`src/rtl/bcd_conv_arb_if.sv`:
```
// Request/grant/result bundle for the shared binary-to-BCD converter.
// BCD_CONV_ARB_BLANK_EN adds the leading-zero blanking flags.
interface bcd_conv_arb_if #(
  parameter int unsigned DW = 8
) ();
  logic          req0;
  logic [DW-1:0] in0;
  logic          req1;
  logic [DW-1:0] in1;
  logic          gnt0;
  logic          gnt1;
  logic          busy;
  logic          done;
  logic          done_id;
  logic [3:0]    units;
  logic [3:0]    tens;
  logic [1:0]    hunds;
`ifdef BCD_CONV_ARB_BLANK_EN
  logic          blank_hunds;
  logic          blank_tens;

  modport master (
    output req0, in0, req1, in1,
    input  gnt0, gnt1, busy, done, done_id, units, tens, hunds, blank_hunds, blank_tens
  );
  modport slave (
    input  req0, in0, req1, in1,
    output gnt0, gnt1, busy, done, done_id, units, tens, hunds, blank_hunds, blank_tens
  );
`else
  modport master (
    output req0, in0, req1, in1,
    input  gnt0, gnt1, busy, done, done_id, units, tens, hunds
  );
  modport slave (
    input  req0, in0, req1, in1,
    output gnt0, gnt1, busy, done, done_id, units, tens, hunds
  );
`endif
endinterface

```
`src/rtl/bcd_conv_arb.sv`:
```
// Round-robin shared double-dabble binary-to-BCD converter, one shift per clock.
// Optional macro BCD_CONV_ARB_BLANK_EN adds registered leading-zero blank flags.
module bcd_conv_arb #(
  parameter int unsigned DW = 8
) (
  input  logic           clk,
  input  logic           rst,
  bcd_conv_arb_if.slave  bus
);

  localparam int unsigned SW = DW + 10;
  localparam int unsigned CW = (DW > 1) ? $clog2(DW) : 1;
  localparam int unsigned UL = DW;
  localparam int unsigned TL = DW + 4;
  localparam int unsigned HL = DW + 8;

  typedef enum logic [1:0] {IDLE, SHIFT, DONE} state_e;

  state_e        state_q, state_d;
  logic [SW-1:0] sr_q, sr_d, sr_adj, sr_shl;
  logic [CW-1:0] cnt_q, cnt_d;
  logic          last_q, last_d;
  logic          gnt0_q, gnt0_d, gnt1_q, gnt1_d;
  logic          busy_q, busy_d, done_q, done_d, done_id_q, done_id_d;
  logic [3:0]    units_q, units_d, tens_q, tens_d;
  logic [1:0]    hunds_q, hunds_d;
`ifdef BCD_CONV_ARB_BLANK_EN
  logic          blank_hunds_q, blank_hunds_d, blank_tens_q, blank_tens_d;
`endif

  // Add-3 correction then shift; the 2-bit hundreds field never reaches 5 for DW<=8.
  always_comb begin
    sr_adj = sr_q;
    if (sr_q[UL +: 4] >= 4'd5) sr_adj[UL +: 4] = sr_q[UL +: 4] + 4'd3;
    if (sr_q[TL +: 4] >= 4'd5) sr_adj[TL +: 4] = sr_q[TL +: 4] + 4'd3;
    sr_shl = {sr_adj[SW-2:0], 1'b0};
  end

  always_comb begin
    state_d   = state_q;
    sr_d      = sr_q;
    cnt_d     = cnt_q;
    last_d    = last_q;
    gnt0_d    = 1'b0;
    gnt1_d    = 1'b0;
    done_d    = 1'b0;
    done_id_d = done_id_q;
    units_d   = units_q;
    tens_d    = tens_q;
    hunds_d   = hunds_q;
`ifdef BCD_CONV_ARB_BLANK_EN
    blank_hunds_d = blank_hunds_q;
    blank_tens_d  = blank_tens_q;
`endif
    unique case (state_q)
      IDLE: begin
        // On a tie the requester that was not served last wins.
        if (bus.req0 && (!bus.req1 || last_q)) begin
          sr_d    = SW'(bus.in0);
          cnt_d   = '0;
          last_d  = 1'b0;
          gnt0_d  = 1'b1;
          state_d = SHIFT;
        end else if (bus.req1) begin
          sr_d    = SW'(bus.in1);
          cnt_d   = '0;
          last_d  = 1'b1;
          gnt1_d  = 1'b1;
          state_d = SHIFT;
        end
      end
      SHIFT: begin
        sr_d = sr_shl;
        if (cnt_q == CW'(DW - 1)) begin
          state_d   = DONE;
          done_d    = 1'b1;
          done_id_d = last_q;
          units_d   = sr_shl[UL +: 4];
          tens_d    = sr_shl[TL +: 4];
          hunds_d   = sr_shl[HL +: 2];
`ifdef BCD_CONV_ARB_BLANK_EN
          blank_hunds_d = (sr_shl[HL +: 2] == 2'd0);
          blank_tens_d  = (sr_shl[HL +: 2] == 2'd0) && (sr_shl[TL +: 4] == 4'd0);
`endif
        end else begin
          cnt_d = cnt_q + CW'(1);
        end
      end
      DONE:    state_d = IDLE;
      default: state_d = IDLE;
    endcase
    busy_d = (state_d != IDLE);
  end

  always_ff @(posedge clk) begin
    if (rst) begin
      state_q   <= IDLE;
      sr_q      <= '0;
      cnt_q     <= '0;
      last_q    <= 1'b1;
      gnt0_q    <= 1'b0;
      gnt1_q    <= 1'b0;
      busy_q    <= 1'b0;
      done_q    <= 1'b0;
      done_id_q <= 1'b0;
      units_q   <= '0;
      tens_q    <= '0;
      hunds_q   <= '0;
`ifdef BCD_CONV_ARB_BLANK_EN
      blank_hunds_q <= 1'b0;
      blank_tens_q  <= 1'b0;
`endif
    end else begin
      state_q   <= state_d;
      sr_q      <= sr_d;
      cnt_q     <= cnt_d;
      last_q    <= last_d;
      gnt0_q    <= gnt0_d;
      gnt1_q    <= gnt1_d;
      busy_q    <= busy_d;
      done_q    <= done_d;
      done_id_q <= done_id_d;
      units_q   <= units_d;
      tens_q    <= tens_d;
      hunds_q   <= hunds_d;
`ifdef BCD_CONV_ARB_BLANK_EN
      blank_hunds_q <= blank_hunds_d;
      blank_tens_q  <= blank_tens_d;
`endif
    end
  end

  assign bus.gnt0    = gnt0_q;
  assign bus.gnt1    = gnt1_q;
  assign bus.busy    = busy_q;
  assign bus.done    = done_q;
  assign bus.done_id = done_id_q;
  assign bus.units   = units_q;
  assign bus.tens    = tens_q;
  assign bus.hunds   = hunds_q;
`ifdef BCD_CONV_ARB_BLANK_EN
  assign bus.blank_hunds = blank_hunds_q;
  assign bus.blank_tens  = blank_tens_q;
`endif

endmodule

```
`src/flat_wrapper.sv`:
```
// flat-port wrapper written by rule: the top's interface ports become plain ports
module bcd_conv_arb_flat 
#(
  parameter int unsigned DW = 8
)
  (clk, rst, bus_req0, bus_in0, bus_req1, bus_in1, bus_gnt0, bus_gnt1, bus_busy, bus_done, bus_done_id, bus_units, bus_tens, bus_hunds);
  bcd_conv_arb_if #(.DW(DW)) bus_i ();
  input  logic clk;
  input  logic rst;
  input wire logic [$bits(bus_i.req0)-1:0] bus_req0;
  input wire logic [$bits(bus_i.in0)-1:0] bus_in0;
  input wire logic [$bits(bus_i.req1)-1:0] bus_req1;
  input wire logic [$bits(bus_i.in1)-1:0] bus_in1;
  output wire logic [$bits(bus_i.gnt0)-1:0] bus_gnt0;
  output wire logic [$bits(bus_i.gnt1)-1:0] bus_gnt1;
  output wire logic [$bits(bus_i.busy)-1:0] bus_busy;
  output wire logic [$bits(bus_i.done)-1:0] bus_done;
  output wire logic [$bits(bus_i.done_id)-1:0] bus_done_id;
  output wire logic [$bits(bus_i.units)-1:0] bus_units;
  output wire logic [$bits(bus_i.tens)-1:0] bus_tens;
  output wire logic [$bits(bus_i.hunds)-1:0] bus_hunds;
  assign bus_i.req0 = bus_req0;
  assign bus_i.in0 = bus_in0;
  assign bus_i.req1 = bus_req1;
  assign bus_i.in1 = bus_in1;
  assign bus_gnt0 = bus_i.gnt0;
  assign bus_gnt1 = bus_i.gnt1;
  assign bus_busy = bus_i.busy;
  assign bus_done = bus_i.done;
  assign bus_done_id = bus_i.done_id;
  assign bus_units = bus_i.units;
  assign bus_tens = bus_i.tens;
  assign bus_hunds = bus_i.hunds;
  bcd_conv_arb #(.DW(DW)) u_core (.clk(clk), .rst(rst), .bus(bus_i));
endmodule
```
`config.mk`:
```
export PLATFORM = sky130hd
export DESIGN_NAME = bcd_conv_arb_flat
export DESIGN_NICKNAME = d
export VERILOG_FILES = /design/src/rtl/bcd_conv_arb_if.sv /design/src/rtl/bcd_conv_arb.sv /design/src/flat_wrapper.sv
export SDC_FILE = /design/constraint.sdc
export NUM_CORES = 1
export LEC_CHECK = 0
export ABC_AREA = 1
export CORE_MARGIN = 2
export CORE_UTILIZATION = 28
export DETAILED_ROUTE_END_ITERATION = 6
export SETUP_SLACK_MARGIN = 0.15
export SYNTH_ARGS = -nofsm -noshare
export SYNTH_HDL_FRONTEND = slang
export SYNTH_SLANG_ARGS = --single-unit
```
`constraint.sdc`:
```
create_clock -name clk -period 1.65 [get_ports clk]
set_clock_uncertainty 0.2 [all_clocks]
set_input_delay 0.2475 -clock clk [delete_from_list [all_inputs] [get_ports clk]]
set_output_delay 0.2475 -clock clk [all_outputs]
set_load 0.02 [all_outputs]
```
==> out/summary.txt <==
worst hold path depth -> 1
actual slew at the worst max-slew pin -> 322 ps
DRC Markers -> 0
RSZ-0062 raised after global routing -> yes
register area -> 773 sq um
IO Count -> 35
max-slew violations -> 0
Setup violations, final -> 0
crit path launch type -> flop
CTS Buf Count -> 5
fin util -> 39.8%
fin nets -> 341
top_reg_cell synth -> dfxtp_1
EDFF count, synth -> 0
root cell of the clock tree -> clkbuf_8
worst flop-to-flop path startpoint -> u_core.cnt_q[0]$_SDFFE_PP0P_
layout cells sized above 1 -> 18.4%
most common cell after layout, fill and taps aside -> nand2_1
buffers inserted by post-CTS timing repair -> 0
DRT Wirelength -> 4230 um
grt ovf -> 0
TNS Setup -> 0 ps
register-to-register setup slack -> 190 ps
top achievable clock speed -> 0.683 GHz
Syn. warnings -> 0
Die Width -> 85.4 um
Die ar. -> 7290 sq um
min-delay worst type -> reg2reg
via/cell ratio -> 4.53
via count -> 1782
Yosys cell types -> 24
multi-input logic area -> 992 sq um
FFs w/ async S/R, synth -> 0%
R2R Path End -> u_core.bus.hunds[0]$_SDFFE_PP0P_
Starting Density -> 29.1%
worst hold slack -> 264 ps
initial drt markers -> 47
hpwl dp -> 3010 um
fillcell total -> 680
post-synth net total -> 297
Hold Crit Endpoint -> u_core.cnt_q[0]$_SDFFE_PP0P_
synthesized area -> 1860 sq um
WP data arrival -> 1490 ps
Hold Path Origin -> u_core.cnt_q[0]$_SDFFE_PP0P_
sequential area share after synthesis -> 41.0%
Avg Inst Size Synth -> 6.85 sq um
WL/cell -> 10.8 um
Cells after Synth -> 271
clock sink count -> 38
vias in the first global route -> 1733
port bufs -> 34
Final Hold Fails -> 0
Die Height -> 85.4 um
Seq cells post-synth -> 38
hold bufs inserted after CTS -> 0
minimum clock period -> 1460 ps
largest net degree at the start of global routing -> 30
row cnt -> 29
power density cells -> 786 nW/um^2
R2R cell count -> 7
Setup CP Type -> reg2reg
register clock-pin slew on the reported worst setup and hold paths -> 80 ps
Routed Antenna Nets -> 0
clock latency on the worst-skew pair -> 290 ps
RePlAce Congestion -> 0.848
H-tree depth -> 2
antenna fix cells -> 0
drt first pass iters -> 4
CTS tree -> done
gr usage total -> 12.8%
Worst slew margin -> 78.5%
critical-path maximum fanout -> 8
endpoint class of the critical path -> flop
Peak VDD IR -> 0.338 mV
Clock Path Buffers -> 2
initial antenna violation count -> 0
max cap viols -> 0
first-pass GRT wire length -> 7450 um
outcome -> completed
most frequent cells in the layout -> nand2_1, nor2_1, dfxtp_1
core box area -> 6390 sq um
Pleak -> 1.25 nW
Area Growth Syn to Fin -> 36.9%
Final Cycle Share -> 88.8%
Worst Path Required -> 1680 ps
==> critical path: stages, from the launching register on <==
cell and delay, ps:
dfxtp_4 370, ha_4 130, ha_4 130, inv_4 50, nor2_8 130, buf_12 130, nand4_1 110, a21oi_1 140
==> worst max path at each step <==
| stage | from | end | slack [ps] | depth (start not counted) |
|---|---|---|---|---|
| 2_1_floorplan | u_core.cnt_q[0]$_SDFFE_PP0P_ | u_core.bus.tens[3]$_SDFFE_PP0P_ | 170 | 7 |
| 3_3_place_gp | bus_req0 | u_core.sr_q[7]$_SDFFE_PP0P_ | -60 | 8 |
| 3_5_place_dp | bus_req0 | u_core.sr_q[7]$_SDFFE_PP0P_ | -70 | 8 |
| 4_1_cts | u_core.sr_q[13]$_SDFFE_PP0P_ | u_core.bus.tens[2]$_SDFFE_PP0P_ | 130 | 9 |
| 5_1_grt | u_core.sr_q[13]$_SDFFE_PP0P_ | u_core.bus.tens[2]$_SDFFE_PP0P_ | 90 | 9 |
| 6_report | u_core.cnt_q[0]$_SDFFE_PP0P_ | u_core.bus.hunds[0]$_SDFFE_PP0P_ | 190 | 7 |
==> cell families after synthesis <==
family	after synthesis	synth area share [%]
simple gates	156	36.9
buf+inv	39	9.30
flops	38	41.0
compound gates	32	8.77
fa+ha+maj	6	4.05
==> report_power, final <==
group	switching, W	leakage (nW)	internal [W]	total (W)
Clock	0.000330	0.0579	0.000445	0.000775
Sequential	0.0000190	0.312	0.000946	0.000965
Combinational	0.000137	0.881	0.000121	0.000257
==> registers in the layout, indices dropped and copies added (netlist names) <==
register	flops
u_core.sr_q	17
u_core.bus.tens	4
u_core.bus.units	4
u_core.cnt_q	3
u_core.bus.hunds	2
u_core.state_q	2
u_core.bus.busy	1
u_core.bus.done	1
u_core.bus.done_id	1
u_core.bus.gnt0	1
u_core.bus.gnt1	1
u_core.last_q	1
==> layout make-up <==
| type | count | area share [%] |
|---|---|---|
| multi-input combinational | 194 | 39.1 |
| clock buffer | 5 | 2.71 |
| clock inverter | 3 | 1.58 |
| timing repair buffer | 45 | 17.6 |
| inverter | 31 | 4.78 |
| sequential | 38 | 30.4 |
| tap | 77 | 3.79 |
==> cells in the mapped netlist (2+ instances only) <==
library cell / instances / share of area, %
ha_1: 6 / 4.0
nand2_4: 2 / 1.2
dfxtp_1: 38 / 41
inv_2: 10 / 2.0
buf_2: 2 / 0.54
o21ai_1: 5 / 1.3
nand3b_1: 5 / 2.0
buf_4: 2 / 0.81
nand2_1: 82 / 17
a21oi_1: 22 / 5.9
nand2_2: 3 / 1.0
buf_6: 2 / 1.2
nor2_1: 42 / 8.5
nand3_1: 13 / 3.5
inv_1: 20 / 4.0
nand4_1: 6 / 2.0
o21ai_0: 4 / 1.1
==> layer usage <==
layer	track usage [%]	part of all wire (%)	vias up
li1	-	-	939
met1	15.1	46	812
met2	21.2	48	23
met3	3.21	3.1	8
met4	6.64	2.6	0
met5	0	0	-
==> per-stage QoR <==
stage	total power, W	setup WS (ps)	instance area, sq um	cells
final	0.00200	185	2540	393
after global routing	0.00210	85.9	2540	393
after CTS	0.00203	132	2490	393
after detailed placement	0.00125	-72.1	2360	385
after global placement	0.00125	-59.8	2360	385
after floorplan	0.00114	167	1860	271
==> timing repair <==
item,CTS,global route
gates resized for setup,25,22
pin swaps,4,2
setup endpoints to repair,31,23
gates cloned,0,0
Note: power is estimated with default switching activity, not from simulation.
